==> config.mk <==
export PLATFORM = sky130hd
export DESIGN_NAME = mult_div_unit
export DESIGN_NICKNAME = d
export VERILOG_FILES = /design/src/rtl/mult_div_unit.sv
export SDC_FILE = /design/constraint.sdc
export NUM_CORES = 1
export LEC_CHECK = 0
export BUFFER_PORTS_ARGS = -buffer_cell sky130_fd_sc_hd__buf_2
export CAP_MARGIN = 20
export CORE_MARGIN = 3
export CORE_UTILIZATION = 45
export CTS_CLUSTER_DIAMETER = 120
export DETAILED_ROUTE_END_ITERATION = 8
export GPL_ROUTABILITY_DRIVEN = 0
export MAX_ROUTING_LAYER = met4
export PLACE_DENSITY_LB_ADDON = 0.08
export RECOVER_POWER = 50
export SLEW_MARGIN = 25
export SYNTH_ARGS = -nofsm -noshare
export SYNTH_HDL_FRONTEND = slang
export SYNTH_SLANG_ARGS = --single-unit
==> constraint.sdc <==
create_clock -name i_clk -period 6.2 [get_ports i_clk]
set_input_delay 0.62 -clock i_clk [delete_from_list [all_inputs] [get_ports i_clk]]
set_output_delay 0.62 -clock i_clk [all_outputs]
set_load 0.1 [all_outputs]
==> src/rtl/mult_div_unit.sv <==
// mult_div_unit: iterative HI/LO unit for MULT/MULTU/DIV/DIVU/MTHI/MTLO.
// Radix-2 shift-add multiply and restoring divide on operand magnitudes,
// one bit per cycle. Signs are reapplied in FINISH.
//
// state  | meaning
// -------+-----------------------------------------------------------
// IDLE   | waiting for a request; MTHI/MTLO complete here in one edge
// MUL    | DATA_WIDTH shift-add iterations on magnitudes
// DIV    | DATA_WIDTH restoring-divide iterations on magnitudes
// FINISH | apply signs, write HI/LO; done pulses in the following cycle
module mult_div_unit #(
    parameter int DATA_WIDTH = 32
) (
    input  logic                  i_clk,
    input  logic                  i_reset,
    input  logic                  i_start,
    input  logic [5:0]            i_opcode,
    input  logic [5:0]            i_funct,
    input  logic [DATA_WIDTH-1:0] i_op1,
    input  logic [DATA_WIDTH-1:0] i_op2,
    output logic                  o_busy,
    output logic                  o_done,
    output logic [DATA_WIDTH-1:0] o_hi,
    output logic [DATA_WIDTH-1:0] o_lo
);

    localparam int W  = DATA_WIDTH;
    localparam int CW = $clog2(DATA_WIDTH);

    localparam logic [5:0] F_MULT  = 6'b011000;
    localparam logic [5:0] F_MULTU = 6'b011001;
    localparam logic [5:0] F_DIV   = 6'b011010;
    localparam logic [5:0] F_DIVU  = 6'b011011;
    localparam logic [5:0] F_MTHI  = 6'b010001;
    localparam logic [5:0] F_MTLO  = 6'b010011;

    typedef enum logic [1:0] {
        S_IDLE,
        S_MUL,
        S_DIV,
        S_FINISH
    } state_t;

    state_t          r_state;
    state_t          w_next;
    logic [CW-1:0]   r_cnt;
    logic [W-1:0]    r_acc_hi;
    logic [W-1:0]    r_acc_lo;
    logic [W-1:0]    r_opb;
    logic [W-1:0]    r_hi;
    logic [W-1:0]    r_lo;
    logic            r_is_div;
    logic            r_neg_q;
    logic            r_neg_r;
    logic            r_done;

    logic            w_is_mul;
    logic            w_is_div;
    logic            w_is_signed;
    logic            w_mthi;
    logic            w_mtlo;
    logic            w_accept;
    logic            w_sign1;
    logic            w_sign2;
    logic [W-1:0]    w_mag1;
    logic [W-1:0]    w_mag2;

    logic [W:0]      w_sum;
    logic [W:0]      w_trial;
    logic            w_ge;
    logic [W-1:0]    w_diff;

    logic [2*W-1:0]  w_prod;
    logic [2*W-1:0]  w_prod_fix;
    logic [W-1:0]    w_quot;
    logic [W-1:0]    w_rem;

    assign w_is_mul    = (i_funct == F_MULT) || (i_funct == F_MULTU);
    assign w_is_div    = (i_funct == F_DIV)  || (i_funct == F_DIVU);
    assign w_is_signed = (i_funct == F_MULT) || (i_funct == F_DIV);
    assign w_mthi      = (i_funct == F_MTHI);
    assign w_mtlo      = (i_funct == F_MTLO);
    assign w_accept    = i_start && (r_state == S_IDLE) && (i_opcode == 6'd0) &&
                         (w_is_mul || w_is_div || w_mthi || w_mtlo);

    // Magnitudes: 0x80000000 negates to itself, which is the correct unsigned magnitude.
    assign w_sign1 = w_is_signed & i_op1[W-1];
    assign w_sign2 = w_is_signed & i_op2[W-1];
    assign w_mag1  = w_sign1 ? (~i_op1 + 1'b1) : i_op1;
    assign w_mag2  = w_sign2 ? (~i_op2 + 1'b1) : i_op2;

    // Multiply step: add multiplicand when the multiplier LSB is set, then shift right.
    assign w_sum   = {1'b0, r_acc_hi} + (r_acc_lo[0] ? {1'b0, r_opb} : '0);

    // Divide step: shift next dividend bit into the partial remainder and trial-subtract.
    // A zero divisor always "fits", yielding all-ones quotient and remainder = dividend.
    assign w_trial = {r_acc_hi, r_acc_lo[W-1]};
    assign w_ge    = (w_trial >= {1'b0, r_opb});
    assign w_diff  = w_trial[W-1:0] - r_opb;

    assign w_prod     = {r_acc_hi, r_acc_lo};
    assign w_prod_fix = r_neg_q ? (~w_prod + 1'b1) : w_prod;
    assign w_quot     = r_neg_q ? (~r_acc_lo + 1'b1) : r_acc_lo;
    assign w_rem      = r_neg_r ? (~r_acc_hi + 1'b1) : r_acc_hi;

    // State register.
    always_ff @(posedge i_clk or posedge i_reset) begin
        if (i_reset) begin
            r_state <= S_IDLE;
        end else begin
            r_state <= w_next;
        end
    end

    // Next-state logic: iteration phases end on counter terminal count.
    always_comb begin
        w_next = r_state;
        case (r_state)
            S_IDLE: begin
                if (w_accept && w_is_mul) begin
                    w_next = S_MUL;
                end else if (w_accept && w_is_div) begin
                    w_next = S_DIV;
                end
            end
            S_MUL, S_DIV: begin
                if (r_cnt == '0) begin
                    w_next = S_FINISH;
                end
            end
            S_FINISH: w_next = S_IDLE;
            default:  w_next = S_IDLE;
        endcase
    end

    // Datapath: operand latch, iteration, sign fix-up and HI/LO write-back.
    always_ff @(posedge i_clk or posedge i_reset) begin
        if (i_reset) begin
            r_cnt    <= '0;
            r_acc_hi <= '0;
            r_acc_lo <= '0;
            r_opb    <= '0;
            r_hi     <= '0;
            r_lo     <= '0;
            r_is_div <= 1'b0;
            r_neg_q  <= 1'b0;
            r_neg_r  <= 1'b0;
            r_done   <= 1'b0;
        end else begin
            r_done <= (r_state == S_FINISH);
            case (r_state)
                S_IDLE: begin
                    if (w_accept && w_mthi) begin
                        r_hi <= i_op1;
                    end
                    if (w_accept && w_mtlo) begin
                        r_lo <= i_op1;
                    end
                    if (w_accept && w_is_mul) begin
                        r_acc_hi <= '0;
                        r_acc_lo <= w_mag2;
                        r_opb    <= w_mag1;
                        r_neg_q  <= w_sign1 ^ w_sign2;
                        r_neg_r  <= 1'b0;
                        r_is_div <= 1'b0;
                        r_cnt    <= CW'(W - 1);
                    end
                    if (w_accept && w_is_div) begin
                        r_acc_hi <= '0;
                        r_acc_lo <= w_mag1;
                        r_opb    <= w_mag2;
                        // Divide by zero leaves the all-ones quotient un-negated.
                        r_neg_q  <= (w_sign1 ^ w_sign2) && (i_op2 != '0);
                        r_neg_r  <= w_sign1;
                        r_is_div <= 1'b1;
                        r_cnt    <= CW'(W - 1);
                    end
                end
                S_MUL: begin
                    r_acc_hi <= w_sum[W:1];
                    r_acc_lo <= {w_sum[0], r_acc_lo[W-1:1]};
                    r_cnt    <= r_cnt - 1'b1;
                end
                S_DIV: begin
                    r_acc_hi <= w_ge ? w_diff : w_trial[W-1:0];
                    r_acc_lo <= {r_acc_lo[W-2:0], w_ge};
                    r_cnt    <= r_cnt - 1'b1;
                end
                S_FINISH: begin
                    if (r_is_div) begin
                        r_hi <= w_rem;
                        r_lo <= w_quot;
                    end else begin
                        r_hi <= w_prod_fix[2*W-1:W];
                        r_lo <= w_prod_fix[W-1:0];
                    end
                end
                default: ;
            endcase
        end
    end

    assign o_busy = (r_state != S_IDLE);
    assign o_done = r_done;
    assign o_hi   = r_hi;
    assign o_lo   = r_lo;

endmodule

* Word-level counts from Yosys, hierarchy flattened *
Cells that the tools add are included.

cells by class
  div/mod/pow operators = 0
  multiply operators = 0
  shift-type cells = 0
  reduce and logical (&&, ||, !) cells = 30
  equal/unequal tests = 13
  bitwise operators = 8
  magnitude comparators = 1
  mux-type cells = 33
  $add $sub $neg = 8

operators by type and width
  operator               count
  $mux 32                16
  $pmux 32 s3            2
  $add 32x1->32 const B  4
  $not 32->32            4
  $pmux 32 s2            2
  $add 64x1->64 const B  1
  $mux 64                1
  $not 64->64            1
  $eq 6x5->1 const B     6
  $add 32x32->33         1
  $ge 33x32->1           1
  $reduce_bool 32->1     1
  $sub 32x32->32         1
  $reduce_and 2->1       6
  $mux 5                 2
  $pmux 5 s2             1
  $logic_and 1x1->1      8
  $reduce_bool 2->1      4
  $logic_not 6->1        1
  $logic_or 1x1->1       6
  $mux 2                 3
  $ne 2x1->1 const B     3
  $pmux 2 s3             1
  $logic_not 5->1        1
  other kinds (10)       16

storage, ports and cells
  memories kept = 0
  register bits after elaboration = 171
  memory bits (read-only) = 0
  logic and storage cells = 104
  memory bits (writable) = 0
  latch bits = 0

* Longest topological paths before layout *
  word-level depth = 10
  mapped depth = 14
  gate-level depth less buffers = 12

* Worst setup path before layout *
No wires, ideal clock.

  path type = register to register
  start = reg r_state[0]
  end = reg r_acc_hi[25]
  cell stages (with the launch flop) = 15
  clock period less this slack = 3.271 ns
  arrival = 3.188 ns
  required time = 6.117 ns
  slack = 2.929 ns
  cell sequence = dfrtp_1 inv_1 ha_1 clkbuf_1 inv_1 nor4_1 and4_1 clkbuf_1 o21ai_1 nor2_1 and2_1 and2_1 clkbuf_1 a222oi_1 o21ai_0

between the ends
  longest elaborated chain between the ends = 7
  elaborated cells on any way between the ends = 13

ends and longest elaborated chain
  element                                                 line      source
  start, declared                                         44        state_t r_state;
  start signal, assigned                                  111       r_state <= w_next;
  $logic_not 2->1                                         83, 151
  $logic_and 1x1->1 (3 in a row)                          83        assign w_accept = i_start && (r_state == S_IDLE) && (i_opcode == 6'd0) &&
  $logic_and 1x1->1 (on tied branches)                    168, 159
  $mux 32 / $ne 3x1->1 (equally long branches)            n/a
  $pmux 32 s3 / $reduce_and 2->1 (equally long branches)  n/a
  end signal, assigned                                    180       r_acc_hi <= w_sum[W:1];
  end signal, assigned                                    185       r_acc_hi <= w_ge ? w_diff : w_trial[W-1:0];
  end, declared                                           47        logic [W-1:0] r_acc_hi;

Several ways; a longest one is shown, not always the timed one.
A chain may end at the register's enable or synchronous reset.

==> impl_metrics.csv <==
group,metric,value,unit
drt,drc,0,
timing,slew_violations,248,
yosys,synth.cell_area,14900,um2
worst_setup_path,r2r.worst_path.cells,11,
yosys,synth.distinct_cells,83,
yosys,synthArstFlopShare,1.00,
worst_setup_path,worstPathRequired,6250,ps
power_and_ir_drop,peakVddDrop,469,uV
worst_setup_path,r2r_end,"r_acc_hi[28]$_DFFE_PP0P_",
yosys,synth_edf_count,0,
placement,hpwlAfterDp,44900,um
hold_path,whs_path_depth,1,
power_and_ir_drop,pwr-share-comb,0.620,
yosys,synthCells,1923,
timing,max_clock_freq,218,MHz
cells_and_area,final_area,16400,um2
die,die_y,188,um
timing,setup_ws,1620,ps
cells_and_area,drive_gt1_frac,0.104,
cts,numCtsBuffers,17,
timing,hold_viol_final,0,
die,rows,66,
cts,clock-sinks,171,
cts,cts-root-buf,"clkbuf_16",
worst_setup_path,path_class,"in2async",
die,fp.dieArea,35400,um2
global_routing,overflow,0,
drt,vias,15310,
timing,skew,23.7,ps
drt,drtAntennaViolNets,0,
worst_setup_path,crit_fanout,72,
placement,postPlaceCellArea,15800,um2
die,ios,145,
run_status,outcome,"finished, violations left",
power_and_ir_drop,p_leak,0.00707,uW
cts,cts_setup_buffers,0,
power_and_ir_drop,p_clk_frac,0.141,
global_routing,first_global_vias,13944,
yosys,synth_seq_cells,171,
run_status,violations,"max-capacitance violations, max-slew violations",
cells_and_area,antenna_cells,0,
yosys,synth.avg_cell_area,7.77,um2
placement,portBuffers,144,
cts,cts_tree,"built",
cts,ctsHoldBuffers,0,
cells_and_area,nets,2131,
die,coreArea,32600,um2
drt,drtIter0Drc,1812,
worst_setup_path,rrSetupSlack,1810,ps
power_and_ir_drop,power_density,496,nW/um2
worst_setup_path,reg2reg_from,"r_state[0]$_DFFE_PP0P_",
power_and_ir_drop,intPower,3370,uW
power_and_ir_drop,switchingPower,4770,uW
global_routing,antenna_found_initial,0,
timing,fin_crit_sh,0.738,
drt,dr.pass1.iters,6,
cells_and_area,area.growth.synth_to_final,9.73,%
drt,wire_per_inst,23.7,um
cts,cts.path.max_buffers,2,
timing,worst_slew_pin_slew,3570,ps
hold_path,min_from,"o_lo[20]$_DFFE_PP0P_",
yosys,synth_top_flop_cell,"dfrtp_1",
timing,setup_tns,0,ps
power_and_ir_drop,switching_share,0.586,
timing,setup_viol,0,
placement,post-place-ws,1950,ps
drt,via_per_inst,6.30,
yosys,yosysSeqAreaShare,0.286,
cts,cts_resized,0,
timing,layout_min_cycle_time,4580,ps
yosys,syn-num-nets,2078,
yosys,ys_warn_count,0,
hold_path,min_path_type,"reg2reg",
cts,path_clk_slew,70,ps
worst_setup_path,endpoint_kind,"asynchronous set/reset pin",
die,chipWidth,188,um
cells_and_area,post-route-util,0.503,
power_and_ir_drop,power_frac_seq,0.238,
cts,clock_latency,460,ps
run,drv_cap,4,
cells_and_area,fill_cells,3278,
cts,htree_num_levels,4,
die,initial_core_util,0.458,
global_routing,grt_max_degree,85,
global_routing,grtUsageTotal,0.325,
drt,drt-total-wl,57700,um
worst_setup_path,start_kind,"primary input",
hold_path,min_to,"o_lo[20]$_DFFE_PP0P_",
timing,slew_headroom,-1.39,
global_routing,grt_pass1_wl,86200,um
timing,rsz0062_at_grt,"no",
worst_setup_path,worst_ep_arrival_time,4630,ps
==> layer usage <==
layer  vias to the layer above  global-route usage  wire, um
li1                       7064                   -         -
met1                      7368               0.465     26000
met2                       782               0.475     24800
met3                        96              0.0502      5120
met4                         0              0.0987      1790
met5                         -                   -         0
==> cells by family after synthesis <==
family	count (synthesis)	synth area share
muxes	31	0.0215
DFF	171	0.286
buffers and inverters	211	0.0589
adders and majority gates	76	0.0647
xor gates and xnor gates	173	0.101
and+or+nand+nor	594	0.182
AOI/OAI and AO/OA	667	0.285
==> layout by cell type (no fill, tap or decap), drive strengths merged, types with 5 or more instances in the layout <==
master	netlist	routed
or4	9	9
a41oi	5	5
o21bai	9	9
mux2	9	9
a21oi	164	164
o31ai	29	29
xnor2	98	98
a221oi	22	22
and3	8	8
nand2b	12	12
a21o	44	44
mux2i	22	22
dfrtp	171	171
inv	82	90
o21ai	184	184
nor2	205	205
o221ai	6	6
or2	11	11
nor3	37	37
a22oi	34	34
clkbuf	112	52
a22o	13	13
nor4	26	26
ha	74	74
o21a	13	13
xor2	75	75
o41ai	9	9
a211oi	35	35
a31oi	31	31
o22ai	14	14
a221o	13	13
or3	11	11
and2	10	10
buf	17	128
o211ai	9	9
nand4	20	20
nand3	25	25
nand2	192	192
nor2b	8	8
==> power groups by stage <==
stage / sequential [uW] / clock [uW] / combinational (uW)
floorplan: 3200 / 0 / 2500
global placement: 1930 / 0 / 4980
detailed placement: 1930 / 0 / 5000
CTS: 1910 / 1160 / 5020
global route: 1980 / 1200 / 5370
finish: 1940 / 1150 / 5050
==> layout make-up <==
| class | count | area (um2) | share of cell area |
|---|---|---|---|
| clock buffer | 17 | 425 | 0.0260 |
| clock inverter | 15 | 176 | 0.0108 |
| inverter | 82 | 309 | 0.0189 |
| multi-input combinational | 1541 | 9840 | 0.600 |
| sequential | 171 | 4280 | 0.261 |
| tap | 442 | 553 | 0.0337 |
| timing repair buffer | 163 | 813 | 0.0496 |
==> how the worst max path moves through the flow <==
stage / from / to / cells after the start
6_report: i_reset / r_acc_lo[12]$_DFFE_PP0P_ / 3
5_1_grt: i_reset / r_acc_lo[11]$_DFFE_PP0P_ / 3
4_1_cts: r_state[0]$_DFFE_PP0P_ / r_acc_hi[28]$_DFFE_PP0P_ / 11
3_5_place_dp: r_state[0]$_DFFE_PP0P_ / r_acc_hi[28]$_DFFE_PP0P_ / 11
3_3_place_gp: r_state[0]$_DFFE_PP0P_ / r_acc_hi[28]$_DFFE_PP0P_ / 11
2_1_floorplan: i_reset / o_done$_DFF_PP0_ / 1
==> through the flow <==
stage,hold slack [ps],power (uW),instances
final,476,8140,2431
after global routing,491,8550,2431
after CTS,313,8080,2431
after detailed placement,461,6940,2399
after global placement,456,6900,2399
after floorplan,450,5690,1923
==> cell usage after synthesis (34+ instances only) <==
cell,n,area [um2]
ha_1,74,926
a21oi_1,164,821
inv_1,82,308
nor2_1,205,769
xnor2_1,98,858
a211oi_1,35,263
dfrtp_1,171,4280
a22oi_1,34,255
o21ai_0,183,916
a21o_1,44,330
nor3_1,37,185
clkbuf_1,106,398
nand2_1,192,721
xor2_1,75,657
==> registers in the layout, summed over array words and instances (netlist names) <==
register and flops:
o_hi 32, o_lo 32, r_acc_hi 32, r_acc_lo 32
r_opb 32, r_cnt 5, r_state 2, o_done 1
r_is_div 1, r_neg_q 1, r_neg_r 1
==> critical path, cell delays in order <==
cell	delay, ps
buf_2	100
clkinvlp_2	1960
clkbuf_1	1840
Power figures use the tool's default switching activity.
